### config.mk
export PLATFORM = sky130hd
export DESIGN_NAME = alu_seq
export DESIGN_NICKNAME = d
export VERILOG_FILES = /design/src/rtl/alu_seq.sv
export SDC_FILE = /design/constraint.sdc
export NUM_CORES = 1
export LEC_CHECK = 0
export CORE_ASPECT_RATIO = 1.4
export CORE_MARGIN = 2
export CORE_UTILIZATION = 50
export DETAILED_ROUTE_END_ITERATION = 16
export PLACE_DENSITY_LB_ADDON = 0.1
export SYNTH_ARGS = -nofsm -noshare
export SYNTH_HDL_FRONTEND = slang
export SYNTH_SLANG_ARGS = --single-unit
### constraint.sdc
create_clock -name clk -period 3.8 [get_ports clk]
set_input_delay 0.38 -clock clk [delete_from_list [all_inputs] [get_ports clk]]
set_output_delay 0.38 -clock clk [all_outputs]
set_load 0.01 [all_outputs]
### src/rtl/alu_seq.sv
// -----------------------------------------------------------------------------
// alu_seq : registered 6502-style ALU with BCD add/subtract, shifts/rotates
//           and N/Z/V/C/half-carry flags.
//
// Binary, logic, shift and illegal ops complete on the accept edge. Decimal
// ADC/SBC walks the operands one nibble per cycle, LSB nibble first.
//
// Ports
//   clk, rst_n             clock, asynchronous active-low reset
//   in_valid / in_ready    request handshake (ready only in IDLE)
//   op                     0 ADC 1 SBC 2 AND 3 OR 4 EOR 5 ASL 6 LSR 7 ROL 8 ROR
//   reg_a, reg_b           operands (B unused by shifts)
//   carry_in               C in: ADC carry, SBC not-borrow, rotate fill
//   decimal_mode           BCD mode for ADC/SBC
//   out_valid / out_ready  result handshake (valid only in DONE)
//   result, carry_out, overflow, zero, negative, half_carry  registered outputs
// -----------------------------------------------------------------------------
module alu_seq #(
    parameter int WIDTH = 8
) (
    input  logic             clk,
    input  logic             rst_n,
    input  logic             in_valid,
    output logic             in_ready,
    input  logic [3:0]       op,
    input  logic [WIDTH-1:0] reg_a,
    input  logic [WIDTH-1:0] reg_b,
    input  logic             carry_in,
    input  logic             decimal_mode,
    output logic             out_valid,
    input  logic             out_ready,
    output logic [WIDTH-1:0] result,
    output logic             carry_out,
    output logic             overflow,
    output logic             zero,
    output logic             negative,
    output logic             half_carry
);

    if ((WIDTH % 4) != 0 || WIDTH < 4) begin : g_bad_width
        $error("alu_seq: WIDTH must be a multiple of 4 and at least 4");
    end

    localparam int NIB = WIDTH / 4;
    localparam int CW  = (NIB > 1) ? $clog2(NIB) : 1;

    typedef enum logic [1:0] {IDLE, CALC, DONE} state_t;

    state_t           state_q, state_d;
    logic [WIDTH-1:0] a_q, a_d, b_q, b_d, acc_q, acc_d;
    logic [CW-1:0]    cnt_q, cnt_d;
    logic             sub_q, sub_d;     // decimal op is SBC
    logic             c_q, c_d;         // nibble carry chain (SBC: not-borrow)
    logic             hc_q, hc_d;       // nibble-0 carry captured mid-run
    logic             v_q, v_d;         // binary V latched at accept
    logic [WIDTH-1:0] result_q, result_d;
    logic             carry_q, carry_d, ovf_q, ovf_d;
    logic             zero_q, zero_d, neg_q, neg_d, half_q, half_d;

    // Binary add path on the live inputs (used on the accept edge)
    logic [WIDTH-1:0] b_eff;
    logic [WIDTH:0]   a_ext, b_ext, sum;
    logic             v_bin, h_bin;

    // One BCD nibble step on the latched operands
    logic [4:0]       s_add, d_sub;
    logic [3:0]       nib;
    logic             nc;
    logic [WIDTH+3:0] acc_cat;

    // Output load bundle
    logic             load;
    logic [WIDTH-1:0] r_new;
    logic             c_new, v_new, h_new;

    always_comb begin
        b_eff = (op == 4'd1) ? ~reg_b : reg_b;
        a_ext = {1'b0, reg_a};
        b_ext = {1'b0, b_eff};
        sum   = a_ext + b_ext + {{WIDTH{1'b0}}, carry_in};
        v_bin = (reg_a[WIDTH-1] == b_eff[WIDTH-1]) && (sum[WIDTH-1] != reg_a[WIDTH-1]);
        // Carry into bit 4 recovered from the sum; the extra 0 bit covers WIDTH=4
        h_bin = a_ext[4] ^ b_ext[4] ^ sum[4];

        s_add = {1'b0, a_q[3:0]} + {1'b0, b_q[3:0]} + {4'b0, c_q};
        d_sub = {1'b0, a_q[3:0]} - {1'b0, b_q[3:0]} - {4'b0, ~c_q};
        if (sub_q) begin
            nc  = ~d_sub[4];                              // negative -> borrow
            nib = d_sub[4] ? (d_sub[3:0] + 4'd10) : d_sub[3:0];
        end else begin
            nc  = (s_add > 5'd9);
            nib = nc ? (s_add[3:0] + 4'd6) : s_add[3:0];
        end
        acc_cat = {nib, acc_q};

        state_d  = state_q;
        a_d      = a_q;
        b_d      = b_q;
        acc_d    = acc_q;
        cnt_d    = cnt_q;
        sub_d    = sub_q;
        c_d      = c_q;
        hc_d     = hc_q;
        v_d      = v_q;
        result_d = result_q;
        carry_d  = carry_q;
        ovf_d    = ovf_q;
        zero_d   = zero_q;
        neg_d    = neg_q;
        half_d   = half_q;
        load     = 1'b0;
        r_new    = '0;
        c_new    = 1'b0;
        v_new    = 1'b0;
        h_new    = 1'b0;

        case (state_q)
            IDLE: begin
                if (in_valid) begin
                    a_d   = reg_a;
                    b_d   = reg_b;
                    c_d   = carry_in;
                    sub_d = (op == 4'd1);
                    v_d   = v_bin;
                    cnt_d = '0;
                    if (decimal_mode && (op == 4'd0 || op == 4'd1)) begin
                        state_d = CALC;
                    end else begin
                        state_d = DONE;
                        load    = 1'b1;
                        case (op)
                            4'd0, 4'd1: begin
                                r_new = sum[WIDTH-1:0];
                                c_new = sum[WIDTH];
                                v_new = v_bin;
                                h_new = h_bin;
                            end
                            4'd2: r_new = reg_a & reg_b;
                            4'd3: r_new = reg_a | reg_b;
                            4'd4: r_new = reg_a ^ reg_b;
                            4'd5: begin r_new = reg_a << 1;                    c_new = reg_a[WIDTH-1]; end
                            4'd6: begin r_new = reg_a >> 1;                    c_new = reg_a[0];       end
                            4'd7: begin r_new = {reg_a[WIDTH-2:0], carry_in}; c_new = reg_a[WIDTH-1]; end
                            4'd8: begin r_new = {carry_in, reg_a[WIDTH-1:1]}; c_new = reg_a[0];       end
                            default: r_new = '1;
                        endcase
                    end
                end
            end
            CALC: begin
                a_d   = a_q >> 4;
                b_d   = b_q >> 4;
                c_d   = nc;
                acc_d = acc_cat[WIDTH+3:4];
                cnt_d = cnt_q + 1'b1;
                if (cnt_q == '0) hc_d = nc;
                if (cnt_q == CW'(NIB - 1)) begin
                    state_d = DONE;
                    load    = 1'b1;
                    r_new   = acc_cat[WIDTH+3:4];
                    c_new   = nc;
                    v_new   = v_q;
                    h_new   = (cnt_q == '0) ? nc : hc_q;
                end
            end
            DONE: begin
                if (out_ready) state_d = IDLE;
            end
            default: state_d = IDLE;
        endcase

        if (load) begin
            result_d = r_new;
            carry_d  = c_new;
            ovf_d    = v_new;
            half_d   = h_new;
            zero_d   = (r_new == '0);
            neg_d    = r_new[WIDTH-1];
        end
    end

    always_ff @(posedge clk or negedge rst_n) begin
        if (!rst_n) begin
            state_q  <= IDLE;
            a_q      <= '0;
            b_q      <= '0;
            acc_q    <= '0;
            cnt_q    <= '0;
            sub_q    <= 1'b0;
            c_q      <= 1'b0;
            hc_q     <= 1'b0;
            v_q      <= 1'b0;
            result_q <= '0;
            carry_q  <= 1'b0;
            ovf_q    <= 1'b0;
            zero_q   <= 1'b0;
            neg_q    <= 1'b0;
            half_q   <= 1'b0;
        end else begin
            state_q  <= state_d;
            a_q      <= a_d;
            b_q      <= b_d;
            acc_q    <= acc_d;
            cnt_q    <= cnt_d;
            sub_q    <= sub_d;
            c_q      <= c_d;
            hc_q     <= hc_d;
            v_q      <= v_d;
            result_q <= result_d;
            carry_q  <= carry_d;
            ovf_q    <= ovf_d;
            zero_q   <= zero_d;
            neg_q    <= neg_d;
            half_q   <= half_d;
        end
    end

    assign in_ready   = (state_q == IDLE);
    assign out_valid  = (state_q == DONE);
    assign result     = result_q;
    assign carry_out  = carry_q;
    assign overflow   = ovf_q;
    assign zero       = zero_q;
    assign negative   = neg_q;
    assign half_carry = half_q;

endmodule

Word level (Yosys, flattened, before mapping). Cells that the tools add are included.

Bits in registers: 44. Logic and storage cells: 105.

$add $sub $neg: 9. Magnitude comparators: 1. Equal/unequal tests: 15. Multiplexer cells: 42. Bitwise gates (word level): 9. Reductions and logical operators: 14.

Operator list (number): $pmux 8 s8 (1); $mux 8 (6); $pmux 8 s2 (3); $mux 1 (17); $eq 4x3->1 const B (4); $mux 4 (3); $pmux 1 s2 (6); $add 8x8->9 (1); $add 9x1->9 (1); $and 8x8->8 (1); $eq 4x2->1 const B (2); $logic_not 8->1 (1); $mux 2 (4); $not 8->8 (1); $or 8x8->8 (1); $xor 8x8->8 (1); $pmux 2 s3 (1); $reduce_and 2->1 (3); $reduce_or 2->1 (3); $add 4x4->5 (1); $add 5x1->5 (1); $gt 5x4->1 const B (1); $sub 4x4->5 (1); $sub 5x1->5 (1); other kinds (20) (25).

Longest topological paths before layout. Gate-level depths: netlist of the first run.

Word-level depth: 10. Gate-level depth with buffers: 15. Depth with buffers taken out: 14.

Least setup slack after synthesis of the first run. OpenSTA, ideal clock, no wires.

Kind: input port to flip-flop. Start point: input op[1]. End point: register zero_q, in the netlist zero. Setup time: 69 ps. Data arrival time: 3478 ps. Required time: 3731 ps. Path slack: 253 ps. Cell stages on the path: 15. Path through: nor3_2 -> and2_1 -> clkbuf_1 -> xnor2_1 -> fa_1 -> inv_1 -> fa_1 -> a211oi_2 -> o21bai_1 -> a21oi_1 -> xnor2_1 -> a22oi_1 -> o311ai_4 -> nor4_1 -> a32o_1.

Longest elaborated chain between the ends: 9. Elaborated cells on any way between the ends: 23.

Ends and longest elaborated chain: start, declared (RTL line 25) `input logic [3:0] op,`; $eq 4x1->1 (RTL line 77, 126, 131); $mux 8 (RTL line 77) `b_eff = (op == 4'd1) ? ~reg_b : reg_b;`; $add 8x8->9 (RTL line 80) `sum = a_ext + b_ext + {{WIDTH{1'b0}}, carry_in};`; $add 9x1->9 (RTL line 80); $pmux 8 s8 (RTL line 131) `case (op)`; $mux 8 (RTL line 126) `if (decimal_mode && (op == 4'd0 || op == 4'd1)) begin`; $mux 8 (RTL line 119) `if (in_valid) begin`; $pmux 8 s2 (RTL line 117) `case (state_q)`; $logic_not 8->1 (RTL line 177) `zero_d = (r_new == '0);`; end signal, assigned (RTL line 212) `zero_q <= zero_d;`; end, declared (RTL line 58) `logic zero_q, zero_d, neg_q, neg_d, half_q, half_d;`.

Several ways; a longest one is shown, not always the timed one. A chain may end at the register's enable or synchronous reset.

Final worst setup path of the first run. Ends and elaborated chain as after synthesis.

==> results.cfg, run 1 <==
[sta]
holdWs_ns = 0.191
worstMarginPinSlew_ns = 1.09
drv_slew = 0
setup_viol = 0
slew_headroom_pct = 27.0
period_share_pct = 92.0
fin_crit_ns = 3.50
tns_ns = 0
rsz0062_at_grt = false
fin_worst_skew_ns = 0.00976
fmax_mhz = 286
hold_violations = 0

[flow_run]
drv_cap = 0

[grt]
overflow = 0
grt.total_usage_pct = 26.3
grt_pass1_wl_um = 15400
antenna_found_initial = 0
first_global_vias = 3077
grt_max_degree = 40

[synth]
synth-seq-cells = 39
ys_async_sr_fraction_pct = 100
synthCells = 421
synth_warnings = 0
synth-edff-count = 0
synth_ff_type = dfrtp_1
seq_area_frac_synth_pct = 27.7
syn_avg_cell_area_um2 = 8.35
netlist_area_um2 = 3520
synth_nets = 488
synth_cell_types = 63

[worst_setup_path]
cp_data_arrival_time_ns = 3.73
worstSetupPathType = in2reg
start_kind = primary input
critPathMaxFanout = 2
cp_data_required_time_ns = 4.03
end_kind = register

[power_and_ir_drop]
p_comb_share_pct = 55.2
ir_worst_vdd_mv = 0.306
p_sw_share_pct = 40.7
power_frac_clock_pct = 16.8
switchingPower_uw = 854
p_seq_share_pct = 28.0
p_int_uw = 1240
power.density_nw_per_um2 = 513
p_leak_uw = 0.00183

[placed_design]
dp_hpwl_um = 7380
port_buffers = 40
place.gp.congestion = 0.960

[final_layout]
diodes = 0
final_common_cell = nand2_1
final_nets = 520
drive_gt1_share_pct = 7.71
layout_common_cells = 50 x nand2_1, 39 x dfrtp_1, 39 x clkdlybuf4s50_1, 36 x nor2_1, 35 x ha_1
seq_area_um2 = 976
multiInputGateArea_um2 = 2310
fillCellCount = 637
syn_to_final_growth_pct = 16.3

[clocking]
post_cts_buffers = 0
cts_tree = built
cts_buffer_depth = 2
clk_pin_slew_ns = 0.09
hold_buffers = 0
cts_resized = 0
cts_inserted_buffers = 5
clock-sinks = 39
clk_latency_ns = 0.29
htreeDepth = 2
cts_root_buffer = clkbuf_8

[floorplan]
die-area_um2 = 7730
ios = 41
die_x_um = 74.9
core_um2 = 6890
core.rowCount = 36
initial_core_util_pct = 51.0
fp.dieH_um = 103

[drt]
wl_per_cell_um = 17.1
ant_nets = 0
wirelength_um = 9380
remaining_drc_errors = 0
detailroute.via_count = 3194
first_pass_iters = 5
viasPerCell = 5.82
drt_iter0_drc = 199

[hold_path]
min_path_type = in2async

[status]
status = finished, final reports clean
==> sequential cells by signal (all words and copies together) (netlist names) <==
signal      cells
acc_q           4
c_q             1
b_q             8
result          8
hc_q            1
state_q         2
sub_q           1
overflow        1
carry_out       1
v_q             1
cnt_q           1
half_carry      1
a_q             8
zero            1
==> cell usage after synthesis, types with 3 or more instances <==
library cell	number	area share (%)
xor2_1	4	1.0
and3_1	3	0.53
o21bai_1	4	0.85
nand2b_1	8	1.4
nor3b_1	3	0.64
clkbuf_1	9	0.96
dfrtp_1	39	28
a211oi_1	3	0.64
buf_2	7	1.0
ha_1	35	12
a21o_1	3	0.64
nand2_1	50	5.3
nand3_1	11	1.6
xnor2_1	18	4.5
inv_1	30	3.2
a31oi_1	10	1.8
mux2_2	4	1.3
nand3b_1	4	0.85
fa_1	6	3.4
o22ai_1	5	0.89
and2_1	4	0.71
o21ai_0	26	3.7
a21oi_1	25	3.6
nor2_1	36	3.8
mux2i_1	6	1.7
nor3_1	5	0.71
buf_1	4	0.43
a221oi_1	4	1.0
a22oi_1	4	0.85
nor2b_1	6	1.1
==> per-stage QoR <==
| stage | area (µm²) | cells | setup WS (ns) | utilization, % | total power [µW] |
|---|---|---|---|---|---|
| detailed placement | 3980 | 541 | 0.0696 | 57.7 | 1750 |
| global route | 4090 | 549 | 0.0909 | 59.4 | 2270 |
| floorplan | 3520 | 421 | 0.253 | - | 1410 |
| finish | 4090 | 549 | 0.303 | 59.4 | 2100 |
| global placement | 3980 | 541 | 0.216 | 57.7 | 1730 |
| CTS | 4090 | 549 | 0.342 | 59.4 | 2110 |
==> per-layer routing <==
layer | GRT usage, % | routed length [µm] | vias up
met5 | 0 | 0 | -
met2 | 41.1 | 4480 | 111
met1 | 33.4 | 3910 | 1506
li1 | - | - | 1537
met4 | 17.7 | 601 | 0
met3 | 3.88 | 388 | 40
==> critical path, stage by stage <==
cell and delay [ns]:
clkdlybuf4s50_1 0.43, nor3_2 0.20, and2_1 0.18, xnor2_1 0.14, fa_1 0.22, inv_1 0.06, fa_1 0.41, a211oi_2 0.27
o21bai_1 0.09, a21oi_1 0.22, xnor2_1 0.09, a22oi_1 0.27, o311ai_4 0.16, nor4_1 0.38, a32o_1 0.22
==> logic make-up (layout without fill, tap and decap cells) <==
family | count (synthesis) | after routing | synth area share (%)
AOI/OAI and AO/OA | 113 | 113 | 21.9
xor gates and xnor gates | 22 | 22 | 5.48
adders and majority gates | 41 | 41 | 15.9
buffers and inverters | 54 | 87 | 6.55
DFF | 39 | 39 | 27.7
muxes | 11 | 11 | 3.42
and+or+nand+nor | 141 | 141 | 19.1
==> layout make-up <==
class	count	share of cell area, %
tap	95	2.91
inverter	31	2.84
clock inverter	3	1.07
timing repair buffer	48	11.1
multi-input combinational	328	56.5
sequential	39	23.9
clock buffer	5	1.68
==> path summary, 6_finish.rpt <==
kind,to,slack [ns],start,depth (start not counted)
hold / removal,state_q[0]$_DFFE_PN0P_,0.19,rst_n,1
min in group clk,result[2]$_DFFE_PN0P_,0.48,result[2]$_DFFE_PN0P_,2
max in group asynchronous,a_q[2]$_DFFE_PN0P_,3.05,rst_n,1
hold reg to reg,result[2]$_DFFE_PN0P_,0.48,result[2]$_DFFE_PN0P_,2
setup reg to reg,zero$_DFFE_PN0P_,0.53,a_q[0]$_DFFE_PN0P_,12
setup / recovery,zero$_DFFE_PN0P_,0.30,op[1],15
==> power groups by stage <==
stage                     Combinational [µW]  Sequential, µW  Clock, µW
after floorplan                          824             589          0
after global placement                  1140             590          0
after detailed placement                1150             594          0
after CTS                               1160             587        354
after global routing                    1300             601        374
final                                   1160             587        352
Power figures use the tool's default switching activity.
==> run 2: changes to the inputs <==
--- a/config.mk
+++ b/config.mk
@@ -8,6 +8,7 @@
 export CORE_ASPECT_RATIO = 1.4
 export CORE_MARGIN = 2
 export CORE_UTILIZATION = 50
+export CTS_CLUSTER_DIAMETER = 150
 export DETAILED_ROUTE_END_ITERATION = 16
 export PLACE_DENSITY_LB_ADDON = 0.1
 export SYNTH_ARGS = -nofsm -noshare
==> results of run 2 <==
No change in the layout: final DEF, timing and power equal those of run 1.
==> run 3: changes to the inputs <==
--- a/config.mk
+++ b/config.mk
@@ -11,6 +11,7 @@
 export CTS_CLUSTER_DIAMETER = 150
 export DETAILED_ROUTE_END_ITERATION = 16
 export PLACE_DENSITY_LB_ADDON = 0.1
+export SLEW_MARGIN = 10
 export SYNTH_ARGS = -nofsm -noshare
 export SYNTH_HDL_FRONTEND = slang
 export SYNTH_SLANG_ARGS = --single-unit
==> constraint.sdc (replaced) <==
create_clock -name clk -period 4.1 [get_ports clk]
set_input_delay 0.41 -clock clk [delete_from_list [all_inputs] [get_ports clk]]
set_output_delay 0.41 -clock clk [all_outputs]
set_load 0.01 [all_outputs]
==> run 3 against run 2 <==
Against the previous run: total power is 7.2% lower; first-iteration DRC count is 21% higher; via count is 0.31% lower; highest routed layer unchanged; critical endpoint unchanged; register-to-register slack better by 0.34 ns; setup slack better by 0.32 ns; clock-buffer cell count stayed put.
==> results.cfg, run 3 (synthesis gave the netlist of run 1 again) <==
[clocking]
cts_buffer_depth = 2
clk_pin_slew_ns = 0.08
htreeDepth = 2
clk_latency_ns = 0.29
cts_resized = 0
cts_tree = built
post_cts_buffers = 0
cts_inserted_buffers = 5
clock-sinks = 39
hold_buffers = 0
cts_root_buffer = clkbuf_8

[final_layout]
final_common_cell = nand2_1
diodes = 0
drive_gt1_share_pct = 7.71
final_area_um2 = 4090
final_nets = 520
layout_common_cells = 50 x nand2_1, 39 x dfrtp_1, 39 x clkdlybuf4s50_1, 36 x nor2_1, 35 x ha_1
fillCellCount = 676
syn_to_final_growth_pct = 16.3

[grt]
overflow = 0
grt-busiest-layer = met2
antenna_found_initial = 0
grt_max_degree = 40
grt_use_met3_pct = 2.03
grt_use_met1_pct = 34.2
first_global_vias = 2980
grt_use_met2_pct = 42.9
grt.total_usage_pct = 25.9
grt_pass1_wl_um = 15200

[hold_path]
min_path_type = in2async

[flow_run]
drv_cap = 0

[sta]
worstMarginPinSlew_ns = 1.07
tns_ns = 0
setup_viol = 0
fin_crit_ns = 3.48
fmax_mhz = 287
period_share_pct = 84.9
drv_slew = 0
holdWs_ns = 0.218
fin_worst_skew_ns = 0.00808
rsz0062_at_grt = false
slew_headroom_pct = 28.9
hold_violations = 0

[floorplan]
die-area_um2 = 7730
core_um2 = 6890
core.rowCount = 36
die_x_um = 74.9
initial_core_util_pct = 51.0
ios = 41
fp.dieH_um = 103

[placed_design]
dp_hpwl_um = 7440
place.gp.congestion = 0.928
port_buffers = 40
post_dp_cell_area_um2 = 3980

[worst_setup_path]
r2r_start = a_q[0]$_DFFE_PN0P_
ff2ff_path_depth = 12
critPathMaxFanout = 2
end_kind = register
cp_data_required_time_ns = 4.33
worstSetupPathType = in2reg
cp_data_arrival_time_ns = 3.71
timing.rr.end = zero$_DFFE_PN0P_
start_kind = primary input
r2r_slack_ns = 0.87

[drt]
ant_nets = 0
drt_iter0_drc = 241
remaining_drc_errors = 0
detailroute.via_count = 3184
first_pass_iters = 5
viasPerCell = 5.80
wirelength_um = 9380
wl_per_cell_um = 17.1

[status]
status = finished, final reports clean

[power_and_ir_drop]
ir_worst_vdd_mv = 0.298
p_leak_uw = 0.00183
power_uw = 1950
power.density_nw_per_um2 = 476
-- run 3: metal layers --
| layer | vias to the layer above | routed length [µm] |
|---|---|---|
| li1 | 1539 | - |
| met1 | 1524 | 3940 |
| met2 | 99 | 4630 |
| met3 | 22 | 400 |
| met4 | 0 | 410 |
| met5 | - | 0 |
-- run 3: how the worst max path moves through the flow --
stage | from | depth (start not counted) | end | slack (ns)
floorplan | op[1] | 15 | zero$_DFFE_PN0P_ | 0.52
global placement | op[1] | 15 | zero$_DFFE_PN0P_ | 0.49
detailed placement | op[1] | 15 | zero$_DFFE_PN0P_ | 0.36
CTS | op[1] | 15 | zero$_DFFE_PN0P_ | 0.66
global route | op[1] | 15 | zero$_DFFE_PN0P_ | 0.38
finish | op[1] | 15 | zero$_DFFE_PN0P_ | 0.62
-- run 3: layout make-up --
type / count / area (µm²) / area share, %
Clock inverter: 3 / 43.8 / 1.07
Timing Repair Buffer: 48 / 455 / 11.1
Inverter: 31 / 116 / 2.84
Tap cell: 95 / 119 / 2.91
Multi-Input combinational cell: 328 / 2310 / 56.5
Sequential cell: 39 / 976 / 23.9
Clock buffer: 5 / 68.8 / 1.68
-- run 3: stage by stage --
step / instances / utilization [%] / worst slack, ns
after global placement: 541 / 57.7 / 0.487
after floorplan: 421 / - / 0.523
final: 549 / 59.4 / 0.619
after detailed placement: 541 / 57.7 / 0.358
after global routing: 549 / 59.4 / 0.375
after CTS: 549 / 59.4 / 0.664
-- run 3: where the power goes --
part           leakage (µW)  internal (µW)  total, µW  switching, µW
logic               0.00129            496       1080            584
registers          0.000490            477        543           65.3
clock network     0.0000581            181        323            142
-- run 3: critical path: stages --
cell             delay, ns
clkdlybuf4s50_1       0.43
nor3_2                0.20
and2_1                0.18
xnor2_1               0.14
fa_1                  0.22
inv_1                 0.06
fa_1                  0.41
a211oi_2              0.27
o21bai_1              0.09
a21oi_1               0.26
xnor2_1               0.10
a22oi_1               0.24
o311ai_4              0.15
nor4_1                0.33
a32o_1                0.21
